**config.mk**
```make
export PLATFORM = sky130hd
export DESIGN_NAME = sb_tx_serializer_pkt_flat
export DESIGN_NICKNAME = d
export VERILOG_FILES = /design/src/rtl/sb_tx_serializer_pkt_if.sv /design/src/rtl/sb_tx_serializer_pkt.sv /design/src/flat_wrapper.sv
export SDC_FILE = /design/constraint.sdc
export NUM_CORES = 1
export LEC_CHECK = 0
export BUFFER_PORTS_ARGS = -buffer_cell sky130_fd_sc_hd__buf_2
export CORE_MARGIN = 1.5
export CORE_UTILIZATION = 52
export DETAILED_ROUTE_END_ITERATION = 12
export PLACE_DENSITY = 0.79
export SYNTH_ARGS = -nofsm -noshare
export SYNTH_HDL_FRONTEND = slang
export SYNTH_SLANG_ARGS = --single-unit
```
**constraint.sdc**
```tcl
create_clock -name i_pll_clk -period 8.8 [get_ports i_pll_clk]
set_input_delay 0.44 -clock i_pll_clk [delete_from_list [all_inputs] [get_ports i_pll_clk]]
set_output_delay 0.44 -clock i_pll_clk [all_outputs]
set_load 0.005 [all_outputs]
```
**src/rtl/sb_tx_serializer_pkt_if.sv**
```systemverilog
// ---------------------------------------------------------------------------
// sb_tx_serializer_pkt_if
//
// Packet handshake between the sideband packet framer (master) and the
// sideband TX serializer (slave).
//
// Signals:
//   i_valid  framer -> serializer  packet offered
//   o_ready  serializer -> framer  packet can be accepted this cycle
//   i_data   framer -> serializer  MAX_BEATS*DATA_W packet, beat 0 in the LSBs
//   i_len    framer -> serializer  number of beats minus one
// ---------------------------------------------------------------------------
interface sb_tx_serializer_pkt_if #(
    parameter int DATA_W    = 64,
    parameter int MAX_BEATS = 2,
    parameter int LEN_W     = (MAX_BEATS > 1) ? $clog2(MAX_BEATS) : 1
);
    logic                          i_valid;
    logic                          o_ready;
    logic [MAX_BEATS*DATA_W-1:0]   i_data;
    logic [LEN_W-1:0]              i_len;

    modport master (output i_valid, i_data, i_len, input o_ready);
    modport slave  (input  i_valid, i_data, i_len, output o_ready);
endinterface

```
**src/rtl/sb_tx_serializer_pkt.sv**
```systemverilog
// ---------------------------------------------------------------------------
// sb_tx_serializer_pkt
//
// Serialises a 1..MAX_BEATS beat sideband packet MSB-first onto TXDATASB in
// the i_pll_clk domain, with no dead cycles between beats, followed by a
// mandatory run of GAP_UI low cycles. Dropping i_enable kills the packet.
//
// Ports:
//   i_pll_clk  serial bit clock, all logic on the rising edge
//   i_rst_n    synchronous active-low reset
//   i_enable   lane enable; low forces idle / aborts a packet
//   pkt        packet handshake (slave side of sb_tx_serializer_pkt_if)
//   TXDATASB   registered serial data
//   o_busy     high while shifting or in the gap
//   o_done     one-cycle pulse on the last gap cycle of a completed packet
//   o_abort    one-cycle pulse when a shifting packet is killed by i_enable
//   o_txck_en  (only with SB_SER_TXCK_EN) registered, high during data bits
//
// Optional feature macro: SB_SER_TXCK_EN adds o_txck_en for TXCKSB gating.
// ---------------------------------------------------------------------------
module sb_tx_serializer_pkt #(
    parameter int DATA_W    = 64,
    parameter int MAX_BEATS = 2,
    parameter int GAP_UI    = 32,
    parameter int LEN_W     = (MAX_BEATS > 1) ? $clog2(MAX_BEATS) : 1
) (
    input  logic                         i_pll_clk,
    input  logic                         i_rst_n,
    input  logic                         i_enable,
    sb_tx_serializer_pkt_if.slave        pkt,
    output logic                         TXDATASB,
    output logic                         o_busy,
    output logic                         o_done,
`ifdef SB_SER_TXCK_EN
    output logic                         o_txck_en,
`endif
    output logic                         o_abort
);

    localparam int BIT_W = $clog2(DATA_W);
    localparam int GAP_W = (GAP_UI > 1) ? $clog2(GAP_UI) : 1;

    typedef enum logic [1:0] {
        IDLE,
        SHIFT,
        GAP
    } state_t;

    state_t                      state_q, state_d;
    logic [DATA_W-1:0]           shift_q, shift_d;
    logic [MAX_BEATS*DATA_W-1:0] pkt_q;
    logic [LEN_W-1:0]            len_q, len_d;
    logic [LEN_W-1:0]            beat_cnt_q, beat_cnt_d;
    logic [BIT_W-1:0]            bit_cnt_q, bit_cnt_d;
    logic [GAP_W-1:0]            gap_cnt_q, gap_cnt_d;
    logic                        txd_q, txd_d;
`ifdef SB_SER_TXCK_EN
    logic                        txck_q, txck_d;
`endif

    logic ready;
    logic done;
    logic abort;
    logic accept;
    logic last_bit;
    logic last_gap;

    // NOTE: every variable written here gets a default first, so no path
    // through the case statement can infer a latch.
    always_comb begin
        state_d    = state_q;
        shift_d    = shift_q;
        len_d      = len_q;
        beat_cnt_d = beat_cnt_q;
        bit_cnt_d  = bit_cnt_q;
        gap_cnt_d  = gap_cnt_q;
        ready      = 1'b0;
        done       = 1'b0;
        abort      = 1'b0;

        last_bit = (bit_cnt_q == BIT_W'(DATA_W - 1));
        last_gap = (gap_cnt_q == GAP_W'(GAP_UI - 1));

        case (state_q)
            IDLE: begin
                ready = i_enable;
            end

            SHIFT: begin
                if (!i_enable) begin
                    abort   = 1'b1;
                    state_d = IDLE;
                    shift_d = '0;
                end else if (!last_bit) begin
                    shift_d   = shift_q << 1;
                    bit_cnt_d = bit_cnt_q + BIT_W'(1);
                end else if (beat_cnt_q < len_q) begin
                    // Next beat is loaded on the edge that retires the last
                    // bit of the current one, so beats abut with no dead UI.
                    shift_d    = pkt_q[(int'(beat_cnt_q) + 1) * DATA_W +: DATA_W];
                    bit_cnt_d  = '0;
                    beat_cnt_d = beat_cnt_q + LEN_W'(1);
                end else begin
                    shift_d   = '0;
                    bit_cnt_d = '0;
                    gap_cnt_d = '0;
                    state_d   = GAP;
                end
            end

            GAP: begin
                if (!i_enable) begin
                    // Quiet finish: no o_done, no o_abort.
                    state_d   = IDLE;
                    gap_cnt_d = '0;
                end else if (last_gap) begin
                    done      = 1'b1;
                    ready     = 1'b1;
                    gap_cnt_d = '0;
                    state_d   = IDLE;
                end else begin
                    gap_cnt_d = gap_cnt_q + GAP_W'(1);
                end
            end

            default: begin
                state_d = IDLE;
            end
        endcase

        // Accept overrides the IDLE / last-gap decisions above; ready is
        // already gated by i_enable, so accept and abort never coincide.
        accept = pkt.i_valid & ready & i_rst_n;
        if (accept) begin
            state_d    = SHIFT;
            shift_d    = pkt.i_data[DATA_W-1:0];
            bit_cnt_d  = '0;
            beat_cnt_d = '0;
            len_d      = (int'(pkt.i_len) >= MAX_BEATS) ? LEN_W'(MAX_BEATS - 1) : pkt.i_len;
        end

        // The output flop carries whatever bit the shift register will
        // present next, which aligns TXDATASB with the state register.
        txd_d  = (state_d == SHIFT) & shift_d[DATA_W-1];
`ifdef SB_SER_TXCK_EN
        txck_d = (state_d == SHIFT);
`endif
    end

    // NOTE: sequential state uses non-blocking assignments so every flop
    // samples the pre-edge values of the others.
    always_ff @(posedge i_pll_clk) begin
        if (!i_rst_n) begin
            state_q    <= IDLE;
            shift_q    <= '0;
            len_q      <= '0;
            beat_cnt_q <= '0;
            bit_cnt_q  <= '0;
            gap_cnt_q  <= '0;
            txd_q      <= 1'b0;
`ifdef SB_SER_TXCK_EN
            txck_q     <= 1'b0;
`endif
        end else begin
            state_q    <= state_d;
            shift_q    <= shift_d;
            len_q      <= len_d;
            beat_cnt_q <= beat_cnt_d;
            bit_cnt_q  <= bit_cnt_d;
            gap_cnt_q  <= gap_cnt_d;
            txd_q      <= txd_d;
`ifdef SB_SER_TXCK_EN
            txck_q     <= txck_d;
`endif
        end
    end

    // NOTE: the packet store is only read after an accept has written it,
    // so it carries no reset and stays a plain data register bank.
    always_ff @(posedge i_pll_clk) begin
        if (accept) begin
            pkt_q <= pkt.i_data;
        end
    end

    assign TXDATASB    = txd_q;
    assign o_busy      = (state_q != IDLE);
    assign o_done      = done & i_rst_n;
    assign o_abort     = abort & i_rst_n;
    assign pkt.o_ready = ready & i_rst_n;
`ifdef SB_SER_TXCK_EN
    assign o_txck_en   = txck_q;
`endif

endmodule

```
**src/flat_wrapper.sv**
```systemverilog
// flat-port wrapper written by rule: the top's interface ports become plain ports
module sb_tx_serializer_pkt_flat 
#(
    parameter int DATA_W    = 64,
    parameter int MAX_BEATS = 2,
    parameter int GAP_UI    = 32,
    parameter int LEN_W     = (MAX_BEATS > 1) ? $clog2(MAX_BEATS) : 1
)
  (i_pll_clk, i_rst_n, i_enable, TXDATASB, o_busy, o_done, o_abort, pkt_i_valid, pkt_i_data, pkt_i_len, pkt_o_ready);
  sb_tx_serializer_pkt_if #(.DATA_W(DATA_W), .MAX_BEATS(MAX_BEATS), .LEN_W(LEN_W)) pkt_i ();
  input  logic i_pll_clk;
  input  logic i_rst_n;
  input  logic i_enable;
  output logic TXDATASB;
  output logic o_busy;
  output logic o_done;
  output logic o_abort;
  input wire logic [$bits(pkt_i.i_valid)-1:0] pkt_i_valid;
  input wire logic [$bits(pkt_i.i_data)-1:0] pkt_i_data;
  input wire logic [$bits(pkt_i.i_len)-1:0] pkt_i_len;
  output wire logic [$bits(pkt_i.o_ready)-1:0] pkt_o_ready;
  assign pkt_i.i_valid = pkt_i_valid;
  assign pkt_i.i_data = pkt_i_data;
  assign pkt_i.i_len = pkt_i_len;
  assign pkt_o_ready = pkt_i.o_ready;
  sb_tx_serializer_pkt #(.DATA_W(DATA_W), .MAX_BEATS(MAX_BEATS), .GAP_UI(GAP_UI), .LEN_W(LEN_W)) u_core (.i_pll_clk(i_pll_clk), .i_rst_n(i_rst_n), .i_enable(i_enable), .pkt(pkt_i), .TXDATASB(TXDATASB), .o_busy(o_busy), .o_done(o_done), .o_abort(o_abort));
endmodule
```
==> results of run 1 <==
[state kept, by name (all words and copies together) (netlist names)]
register and count:
u_core.len_q 1, u_core.pkt_q 64, u_core.bit_cnt_q 6, u_core.state_q 2, u_core.TXDATASB 1, u_core.shift_q 64, u_core.beat_cnt_q 1, u_core.gap_cnt_q 5
[power groups by stage]
stage | registers [mW] | logic, mW | clock network, mW
floorplan | 0.748 | 0.0554 | 0
global placement | 0.750 | 0.0915 | 0
detailed placement | 0.750 | 0.0961 | 0
CTS | 0.737 | 0.0969 | 0.679
global route | 0.739 | 0.106 | 0.710
finish | 0.737 | 0.0972 | 0.668
[kinds of logic after synthesis]
kind of cell	synth area share, %
AND/OR/NAND/NOR	15.5
AO/OA/AOI/OAI	17.5
flip-flops	60.8
buffers and inverters	4.79
XOR/XNOR	0.453
adder cells (fa/ha/maj)	0.647
multiplexers	0.367
[layer usage]
layer / GRT usage [%] / routed length (um)
met5: 0 / 26
met1: 31.8 / 5820
met2: 38.7 / 6960
met4: 10.5 / 323
met3: 8.68 / 1370
[stage by stage]
step	hold slack, ns	cell area [um2]	power [mW]
floorplan	0.420	5800	0.804
global placement	0.431	6480	0.841
detailed placement	0.441	6480	0.847
CTS	0.0512	7030	1.51
global route	0.0464	7030	1.55
finish	0.0809	7030	1.50
[worst max path at each step]
stage / to
2_1_floorplan: u_core.pkt_q[100]
3_3_place_gp: u_core.TXDATASB
3_5_place_dp: u_core.TXDATASB
4_1_cts: u_core.TXDATASB
5_1_grt: u_core.TXDATASB
6_report: u_core.TXDATASB
[cell type report]
class	instances	share of cell area, %
Sequential cell	144	50.1
Multi-Input combinational cell	329	28.9
Timing Repair Buffer	144	10.5
Clock buffer	19	6.14
Tap cell	140	2.49
Clock inverter	12	1.69
Inverter	3	0.160
Antenna cell	1	0.0356
[worst register-to-register path, stage by stage (launching register included)]
cell and delay, ns:
dfxtp_1 0.66, nand3b_1 0.38, nor2_4 0.67, buf_4 0.50, nand3_1 0.19, a311oi_1 0.35
[placed cells by master (no fill, tap or decap), drive strengths merged]
cell type and instances:
nand3 130, nand2 12, nor2 11, mux2i 1
nor4b 1, a22o 3, a311oi 3, and3b 1
nor2b 2, dfxtp 80, and3 2, a31oi 65
o41ai 1, o21ba 1, clkinvlp 4, nor4 1
xnor2 1, buf 144, xor2 2, nand3b 1
nor3 5, ha 3, diode 1, and4 1
nand2b 4, bufinv 2, clkbuf 19, edfxtp 64
clkinv 6, inv 3, nand4 2, o22ai 2
mux2 1, or2 2, a21oi 6, a22oi 64
or3 1
==> impl_metrics.env, run 1 <==
export IMPL_timing_fmax_mhz=349
export IMPL_ys_flop_type="dfxtp_1"
export IMPL_wire_per_inst_um=18.3
export IMPL_min_to="u_core.pkt_q[102]"
export IMPL_p_seq_share_pct=49.1
export IMPL_gr_usage_all_layers_pct=25.0
export IMPL_fp_row_count=38
export IMPL_crit_fanout=35
export IMPL_gp_congestion=0.811
export IMPL_finalHoldViolCount=0
export IMPL_insertion_delay_ns=0.53
export IMPL_dieArea_um2=11800
export IMPL_core_area_um2=10800
export IMPL_reg2reg_depth=5
export IMPL_startpoint="u_core.state_q[0]"
export IMPL_postCtsSetupRepairBufs=0
export IMPL_postRouteAntennaNets=0
export IMPL_slowest_delay_ns=0.67
export IMPL_path_cells="nand3b_1, nor2_4, buf_4, nand3_1, a311oi_1"
export IMPL_r2r_end="u_core.TXDATASB"
export IMPL_finalWorstSetupSlack_ns=5.93
export IMPL_area_delta_synth_final_pct=21.2
export IMPL_drc_errors=0
export IMPL_async_flop_share_pct=0
export IMPL_die_x_um=109
export IMPL_p_switching_mw=0.330
export IMPL_finalCriticalPeriod_ns=2.87
export IMPL_n_fill_cell=851
export IMPL_hold_class="input port to register"
export IMPL_tightest_slew_ns=1.25
export IMPL_synth_ff_latch_count=144
export IMPL_die_h_um=109
export IMPL_ioPinCount=138
export IMPL_syn_area_per_cell_um2=11.0
export IMPL_setup_violations=0
export IMPL_place_ws_ns=6.03
export IMPL_setup_tns_ns=0
export IMPL_ys_seq_area_share_pct=60.8
export IMPL_grt_pass1_wl_um=22400
export IMPL_fin_cells=792
export IMPL_drt_wl_total_um=14500
export IMPL_cts_hold_buf=0
export IMPL_synth_most_common_cell="nand3_1"
export IMPL_switching_share_pct=21.9
export IMPL_critical_path_depth=5
export IMPL_critical_path_top_delay_family="simple AND/OR/NAND/NOR gates"
export IMPL_vias=4966
export IMPL_grt_overflow=0
export IMPL_setup_worst_path_class="register to register"
export IMPL_pwr_share_clk_pct=44.5
export IMPL_postSynthCellCount=526
export IMPL_dr_pass1_iters=6
export IMPL_drt_iter0_markers=550
export IMPL_p_int_mw=1.17
export IMPL_cts_resized=0
export IMPL_start_kind="register"
export IMPL_worstSetupEndpointType="register"
export IMPL_antenna_found_initial=3
export IMPL_outcome="completed"
export IMPL_powerDensity_nw_per_um2=214
export IMPL_cp_slowest_cell="nor2_4"
export IMPL_clkSinkCount=144
export IMPL_grt_max_degree=70
export IMPL_synth_area_um2=5800
export IMPL_report_final_slew_viol_count=0
export IMPL_relSlewSlack_pct=16.5
export IMPL_fin_skew_ns=0.00650
export IMPL_via_per_inst=6.27
export IMPL_rsz0062_at_grt="false"
export IMPL_numCtsBuffers=17
export IMPL_r2r_start="u_core.state_q[0]"
export IMPL_synth_warnings=0
export IMPL_critPathBufInv=1
export IMPL_p_comb_share_pct=6.5
export IMPL_final_core_util_pct=64.8
export IMPL_cts_root_buf="clkbuf_8"
export IMPL_multi_input_area_um2=2030
export IMPL_htreeDepth=4
export IMPL_seq_area_um2=3520
export IMPL_dp_cells=760
export IMPL_ir_drop_mv=0.166
export IMPL_leakage_nw=2.44
export IMPL_synth_area_top_cells="edfxtp_1, dfxtp_1, nand3_1"
export IMPL_ys_top_cells_by_count="nand3_1, dfxtp_1, a22oi_1, a31oi_1, edfxtp_1"
export IMPL_finalNetCount=775
export IMPL_ys_types=41
export IMPL_min_from="pkt_i_data[102]"
export IMPL_r2r_slack_ns=5.93
export IMPL_yosysTopAreaCell="edfxtp_1"
export IMPL_period_share_pct=32.6
export IMPL_synth_nets=662
export IMPL_synth_top_area_share_pct=33.1
export IMPL_cap_viol_max_count=0
export IMPL_synth_edf_count=64
export IMPL_cts_tree="built"
export IMPL_required_ns=9.21
export IMPL_path_clk_slew_ns=0.06
export IMPL_cp_arrival_ns=3.28
export IMPL_io_buffer_count=137
export IMPL_whs_path_depth=1
export IMPL_grt_pass1_vias=4574
export IMPL_start_util_pct=53.5
export IMPL_drive_gt1_share_pct=28.7
export IMPL_clockBufferDepth=2
export IMPL_hpwlAfterDp_um=8750
No activity file was read; power rests on OpenSTA's default activity.
==> run 2, diff against run 1 <==
CORE_UTILIZATION = 48   (was 52)
PLACE_DENSITY = 0.76   (was 0.79)
clock period = 2.5 ns   (was 8.8 ns; I/O delays follow)
==> run 2 against run 1 <==
Against the previous run: flip-flop and latch count is the same; sequential power rose to 3.5 times the previous value; critical endpoint is now u_core.shift_q[30]; via count is 4.7% higher; setup slack got worse by 5.5 ns; maximum frequency up 37%; non-clock buffer count is 74 higher; final cell count is 9.8% higher; clock-buffer cell count increased by 6; critical path type unchanged; final area up 12%; global-route usage increased by 0.40 points; clock skew rose by 0.0024 ns.
==> impl_metrics.env, run 2 (same netlist as run 1, synthesis figures left out) <==
export IMPL_cap_viol_max_count=0
export IMPL_finalWorstSetupSlack_ns=0.403
export IMPL_place_ws_ns=0.479
export IMPL_grtUsageMet3_pct=6.53
export IMPL_setup_tns_ns=0
export IMPL_final_area_um2=7860
export IMPL_drc_errors=0
export IMPL_dp_cells=772
export IMPL_grt_overflow=0
export IMPL_path_clk_slew_ns=0.06
export IMPL_layout_commonest_cell="buf_2"
export IMPL_relSlewSlack_pct=64.1
export IMPL_grt_use_met2_pct=43.4
export IMPL_required_ns=2.83
export IMPL_fin_skew_ns=0.00889
export IMPL_gr_usage_all_layers_pct=25.4
export IMPL_fin_cells=870
export IMPL_final_core_util_pct=67.7
export IMPL_worstSetupEndpointType="register"
export IMPL_cp_arrival_ns=2.43
export IMPL_leakage_nw=2.78
export IMPL_tightest_slew_ns=0.537
export IMPL_setup_violations=0
export IMPL_gp_congestion=0.761
export IMPL_cts_resized=0
export IMPL_crit_fanout=37
export IMPL_outcome="completed"
export IMPL_start_kind="register"
export IMPL_period_share_pct=83.9
export IMPL_finalCriticalPeriod_ns=2.10
export IMPL_cts_tree="built"
export IMPL_report_final_slew_viol_count=0
export IMPL_clockBufferDepth=2
export IMPL_numCtsBuffers=17
export IMPL_die_x_um=113
export IMPL_insertion_delay_ns=0.42
export IMPL_powerDensity_nw_per_um2=694
export IMPL_drt_iter0_markers=453
export IMPL_hold_slack_ns=0.0399
export IMPL_grt_max_degree=41
export IMPL_hpwlAfterDp_um=9630
export IMPL_drt_wl_total_um=15800
export IMPL_n_fill_cell=831
export IMPL_ioPinCount=138
export IMPL_antenna_found_initial=1
export IMPL_setup_worst_path_class="register to register"
export IMPL_grt_pass1_wl_um=25400
export IMPL_fin_total_pwr_mw=5.45
export IMPL_placed_area_um2=6630
export IMPL_die_h_um=113
export IMPL_dieArea_um2=12700
export IMPL_htreeDepth=4
export IMPL_grtUsageMet1_pct=31.2
export IMPL_rsz0062_at_grt="false"
export IMPL_final_cell_mix="buf_2, nand3_1, dfxtp_1, dlygate4sd3_1"
export IMPL_grt_pass1_vias=5291
export IMPL_postCtsSetupRepairBufs=0
export IMPL_busiest_layer="met2"
export IMPL_via_per_inst=5.98
export IMPL_io_buffer_count=137
export IMPL_r2r_slack_ns=0.40
export IMPL_cts_root_buf="clkbuf_16"
export IMPL_ir_drop_mv=0.745
export IMPL_reg_largest_list="u_core.pkt_q (64), u_core.shift_q (64), u_core.bit_cnt_q (6)"
export IMPL_hold_class="input port to register"
export IMPL_dr_pass1_iters=5
export IMPL_start_util_pct=49.9
export IMPL_postRouteAntennaNets=0
export IMPL_wire_per_inst_um=18.2
export IMPL_drive_gt1_share_pct=27.5
export IMPL_finalHoldViolCount=0
export IMPL_core_area_um2=11600
export IMPL_finalNetCount=849
export IMPL_area_delta_synth_final_pct=35.5
export IMPL_vias=5201
export IMPL_clkSinkCount=144
export IMPL_fp_row_count=39
export IMPL_timing_fmax_mhz=477
## run 2: final cells by class
class | count | area (um2) | share of cell area (%)
Sequential cell | 144 | 3530 | 44.9
Inverter | 3 | 11.3 | 0.143
Clock buffer | 25 | 529 | 6.74
Antenna cell | 1 | 2.50 | 0.0318
Tap cell | 143 | 179 | 2.28
Clock inverter | 7 | 43.8 | 0.557
Timing Repair Buffer | 218 | 1490 | 19.0
Multi-Input combinational cell | 329 | 2070 | 26.4
## run 2: metal layers
| layer | wire (um) | up-vias | part of all wire [%] |
|---|---|---|---|
| li1 | - | 2429 | - |
| met1 | 6450 | 2480 | 41 |
| met2 | 7810 | 264 | 49 |
| met3 | 1270 | 28 | 8.0 |
| met4 | 283 | 0 | 1.8 |
| met5 | 0 | - | 0 |
## run 2: path summary, 6_finish.rpt
kind,cells past startpoint,start,to
max,6,u_core.state_q[0],u_core.shift_q[30]
min reg2reg,2,u_core.beat_cnt_q,u_core.beat_cnt_q
max reg2reg,6,u_core.state_q[0],u_core.shift_q[30]
min,3,pkt_i_data[7],u_core.shift_q[7]
## run 2: critical path: stages, from the launching register on
cell and delay (ns):
dfxtp_1 0.31, buf_4 0.22, nand3b_1 0.31, nor2_4 0.40, buf_4 0.44, nand3_1 0.14, a31oi_1 0.20
## run 2: report_power, final
| part | internal [mW] | leakage (nW) | switching, mW |
|---|---|---|---|
| clock network | 1.47 | 0.284 | 0.947 |
| logic | 0.230 | 1.26 | 0.208 |
| registers | 2.55 | 1.24 | 0.0425 |
## run 2: timing repair
action	in CTS	in global routing
hold buffers	65	0
endpoints found under the hold margin	65	0
endpoints found under the setup margin	0	0
==> run 3, diff against run 2 <==
ABC_AREA = 1   (was default)
CORE_UTILIZATION = 52   (was 48)
clock period = 2.19 ns   (was 2.5 ns; I/O delays follow)
==> run 3 against run 2 <==
Against the previous run: global-route usage up 0.88 points; sequential power up 13%; routed wire length increased by 26%; clock skew increased by 0.0023 ns; synthesized cell count grew 83%; clock-buffer cell count fell by 3; die area up 23%; clock power rose by 21%; maximum frequency increased by 5.6%; largest cell class unchanged.
==> impl_metrics.env, run 3 <==
export IMPL_outcome="completed"
export IMPL_r2r_slack_ns=0.20
export IMPL_cap_viol_max_count=0
export IMPL_area_delta_synth_final_pct=25.3
export IMPL_fin_skew_ns=0.0112
export IMPL_min_from="i_enable"
export IMPL_seq_area_um2=3530
export IMPL_n_fill_cell=1199
export IMPL_drc_errors=0
export IMPL_crit_fanout=29
export IMPL_postCtsSetupRepairBufs=0
export IMPL_setup_worst_path_class="register to register"
export IMPL_ys_types=32
export IMPL_required_ns=2.27
export IMPL_relSlewSlack_pct=67.3
export IMPL_gr_usage_all_layers_pct=26.3
export IMPL_finalWorstSetupSlack_ns=0.205
export IMPL_hpwlAfterDp_um=11800
export IMPL_reg2reg_depth=9
export IMPL_synth_warnings=0
export IMPL_io_buffer_count=137
export IMPL_synth_ff_latch_count=144
export IMPL_dr_pass1_iters=6
export IMPL_synth_edf_count=64
export IMPL_syn_area_per_cell_um2=8.06
export IMPL_r2r_start="u_core.gap_cnt_q[0]"
export IMPL_grt_overflow=0
export IMPL_postRouteAntennaNets=0
export IMPL_path_clk_slew_ns=0.06
export IMPL_timing_fmax_mhz=504
export IMPL_reg_largest_list="u_core.pkt_q (64), u_core.shift_q (64), u_core.bit_cnt_q (6)"
export IMPL_worstSetupEndpointType="register"
export IMPL_numCtsBuffers=17
export IMPL_path_cells="ha_4, nand2_1, nor2_1, ha_2, inv_2, nand2_1, nand4_4, clkinvlp_4, buf_4"
export IMPL_grt_max_degree=66
export IMPL_insertion_delay_ns=0.43
export IMPL_ys_top_cells_by_count="nand3_1, nand2_1, inv_1, dfxtp_1, nand4_1"
export IMPL_start_kind="register"
export IMPL_start_util_pct=53.2
export IMPL_htreeDepth=4
export IMPL_r2r_end="u_core.pkt_q[127]"
export IMPL_cp_common_cell="nand2_1"
export IMPL_drt_iter0_markers=811
export IMPL_gp_congestion=0.845
export IMPL_place_ws_ns=0.221
export IMPL_slowest_delay_ns=0.37
export IMPL_finalCriticalPeriod_ns=1.99
export IMPL_grt_pass1_wl_um=33200
export IMPL_rsz0062_at_grt="false"
export IMPL_placed_area_um2=8440
export IMPL_async_flop_share_pct=0
export IMPL_antennaDiodeCount=0
export IMPL_finalHoldViolCount=0
export IMPL_synth_nets=1096
export IMPL_core_area_um2=14500
export IMPL_setup_violations=0
export IMPL_via_per_inst=5.42
export IMPL_finalNetCount=1260
export IMPL_hold_slack_ns=0.0287
export IMPL_synth_area_top_cells="edfxtp_1, dfxtp_1, nand3_1"
export IMPL_wire_per_inst_um=15.1
export IMPL_cp_arrival_ns=2.07
export IMPL_drt_wl_total_um=19900
export IMPL_ir_drop_mv=0.559
export IMPL_whs_path_depth=3
export IMPL_fp_row_count=44
export IMPL_leakage_nw=4.43
export IMPL_layout_commonest_cell="nand3_1"
export IMPL_critical_path_top_delay_family="buffers and inverters"
export IMPL_postSynthCellCount=960
export IMPL_tightest_slew_ns=0.491
export IMPL_cts_tree="built"
export IMPL_dieArea_um2=15600
export IMPL_die_h_um=125
export IMPL_min_to="u_core.gap_cnt_q[4]"
export IMPL_ys_flop_type="dfxtp_1"
export IMPL_powerDensity_nw_per_um2=671
export IMPL_period_share_pct=90.7
export IMPL_clockBufferDepth=2
export IMPL_ys_seq_area_share_pct=45.5
export IMPL_cp_slowest_cell="dfxtp_2"
export IMPL_cts_root_buf="clkbuf_16"
export IMPL_critPathBufInv=3
export IMPL_grt_pass1_vias=6841
export IMPL_ioPinCount=138
export IMPL_die_x_um=125
export IMPL_report_final_slew_viol_count=0
export IMPL_final_cell_mix="nand3_1, nand2_1, buf_2, inv_1, dfxtp_1"
export IMPL_final_core_util_pct=66.7
export IMPL_hold_class="input port to register"
export IMPL_yosysTopAreaCell="edfxtp_1"
export IMPL_dp_cells=1223
export IMPL_drive_gt1_share_pct=23.2
export IMPL_final_area_um2=9690
export IMPL_synth_top_area_share_pct=24.8
export IMPL_vias=7155
export IMPL_synth_most_common_cell="nand3_1"
export IMPL_synth_area_um2=7740
export IMPL_fin_cells=1321
export IMPL_clkSinkCount=144
export IMPL_antenna_found_initial=0
export IMPL_multi_input_area_um2=3210
## run 3: what timing repair did
| item | in CTS | in global routing |
|---|---|---|
| endpoints found under the hold margin | 67 | 0 |
| hold buffers | 66 | 0 |
| resized for setup | 0 | 0 |
## run 3: kinds of logic after synthesis
kind of cell	share of synthesized area [%]
adders and majority gates	0.485
DFF	45.5
xor gates and xnor gates	0.340
AOI/OAI and AO/OA	1.00
and+or+nand+nor	39.2
buffers and inverters	13.4
## run 3: worst max path at each step
stage	slack, ns	from	endpoint	depth (start not counted)
2_1_floorplan	-0.20	u_core.gap_cnt_q[1]	u_core.pkt_q[100]	9
4_1_cts	0.21	u_core.gap_cnt_q[0]	u_core.pkt_q[84]	9
3_3_place_gp	0.27	u_core.gap_cnt_q[1]	u_core.pkt_q[89]	9
5_1_grt	0.1	u_core.gap_cnt_q[0]	u_core.pkt_q[82]	9
3_5_place_dp	0.22	u_core.gap_cnt_q[0]	u_core.pkt_q[86]	9
6_report	0.20	u_core.gap_cnt_q[0]	u_core.pkt_q[127]	9
## run 3: tightest hold or removal path, delay by kind of cell
| family | cells | cell delay, ns |
|---|---|---|
| buffers and inverters | 1 | 0.15 |
| and+or+nand+nor | 1 | 0.09 |
| AOI/OAI and AO/OA | 1 | 0.06 |
## run 3: area by class of cell
class                   count  share of cell area, %
repair buffers            228                   16.5
multi-input cells         590                   33.1
inverters                 143                   5.58
clock inverters            10                   1.42
clock buffers              22                   4.69
flip-flops and latches    144                   36.4
well taps                 184                   2.37
## run 3: power by group
| group | total [mW] | switching, mW | internal (mW) |
|---|---|---|---|
| clock network | 2.94 | 1.12 | 1.82 |
| registers | 2.93 | 0.0369 | 2.89 |
| logic | 0.643 | 0.359 | 0.284 |
## run 3: through the flow
step,power (mW),setup TNS (ns)
after floorplan,3.33,-12.93
after global placement,3.52,0
after detailed placement,3.52,0
after CTS,6.53,0
after global routing,6.75,0
final,6.51,0
## run 3: routing by layer
metal	GRT usage (%)	up-vias	share of wire, %
li1	-	3563	-
met1	34.1	3229	41
met4	8.49	0	2.3
met3	7.06	32	7.5
met2	42.9	331	49
met5	0	-	0
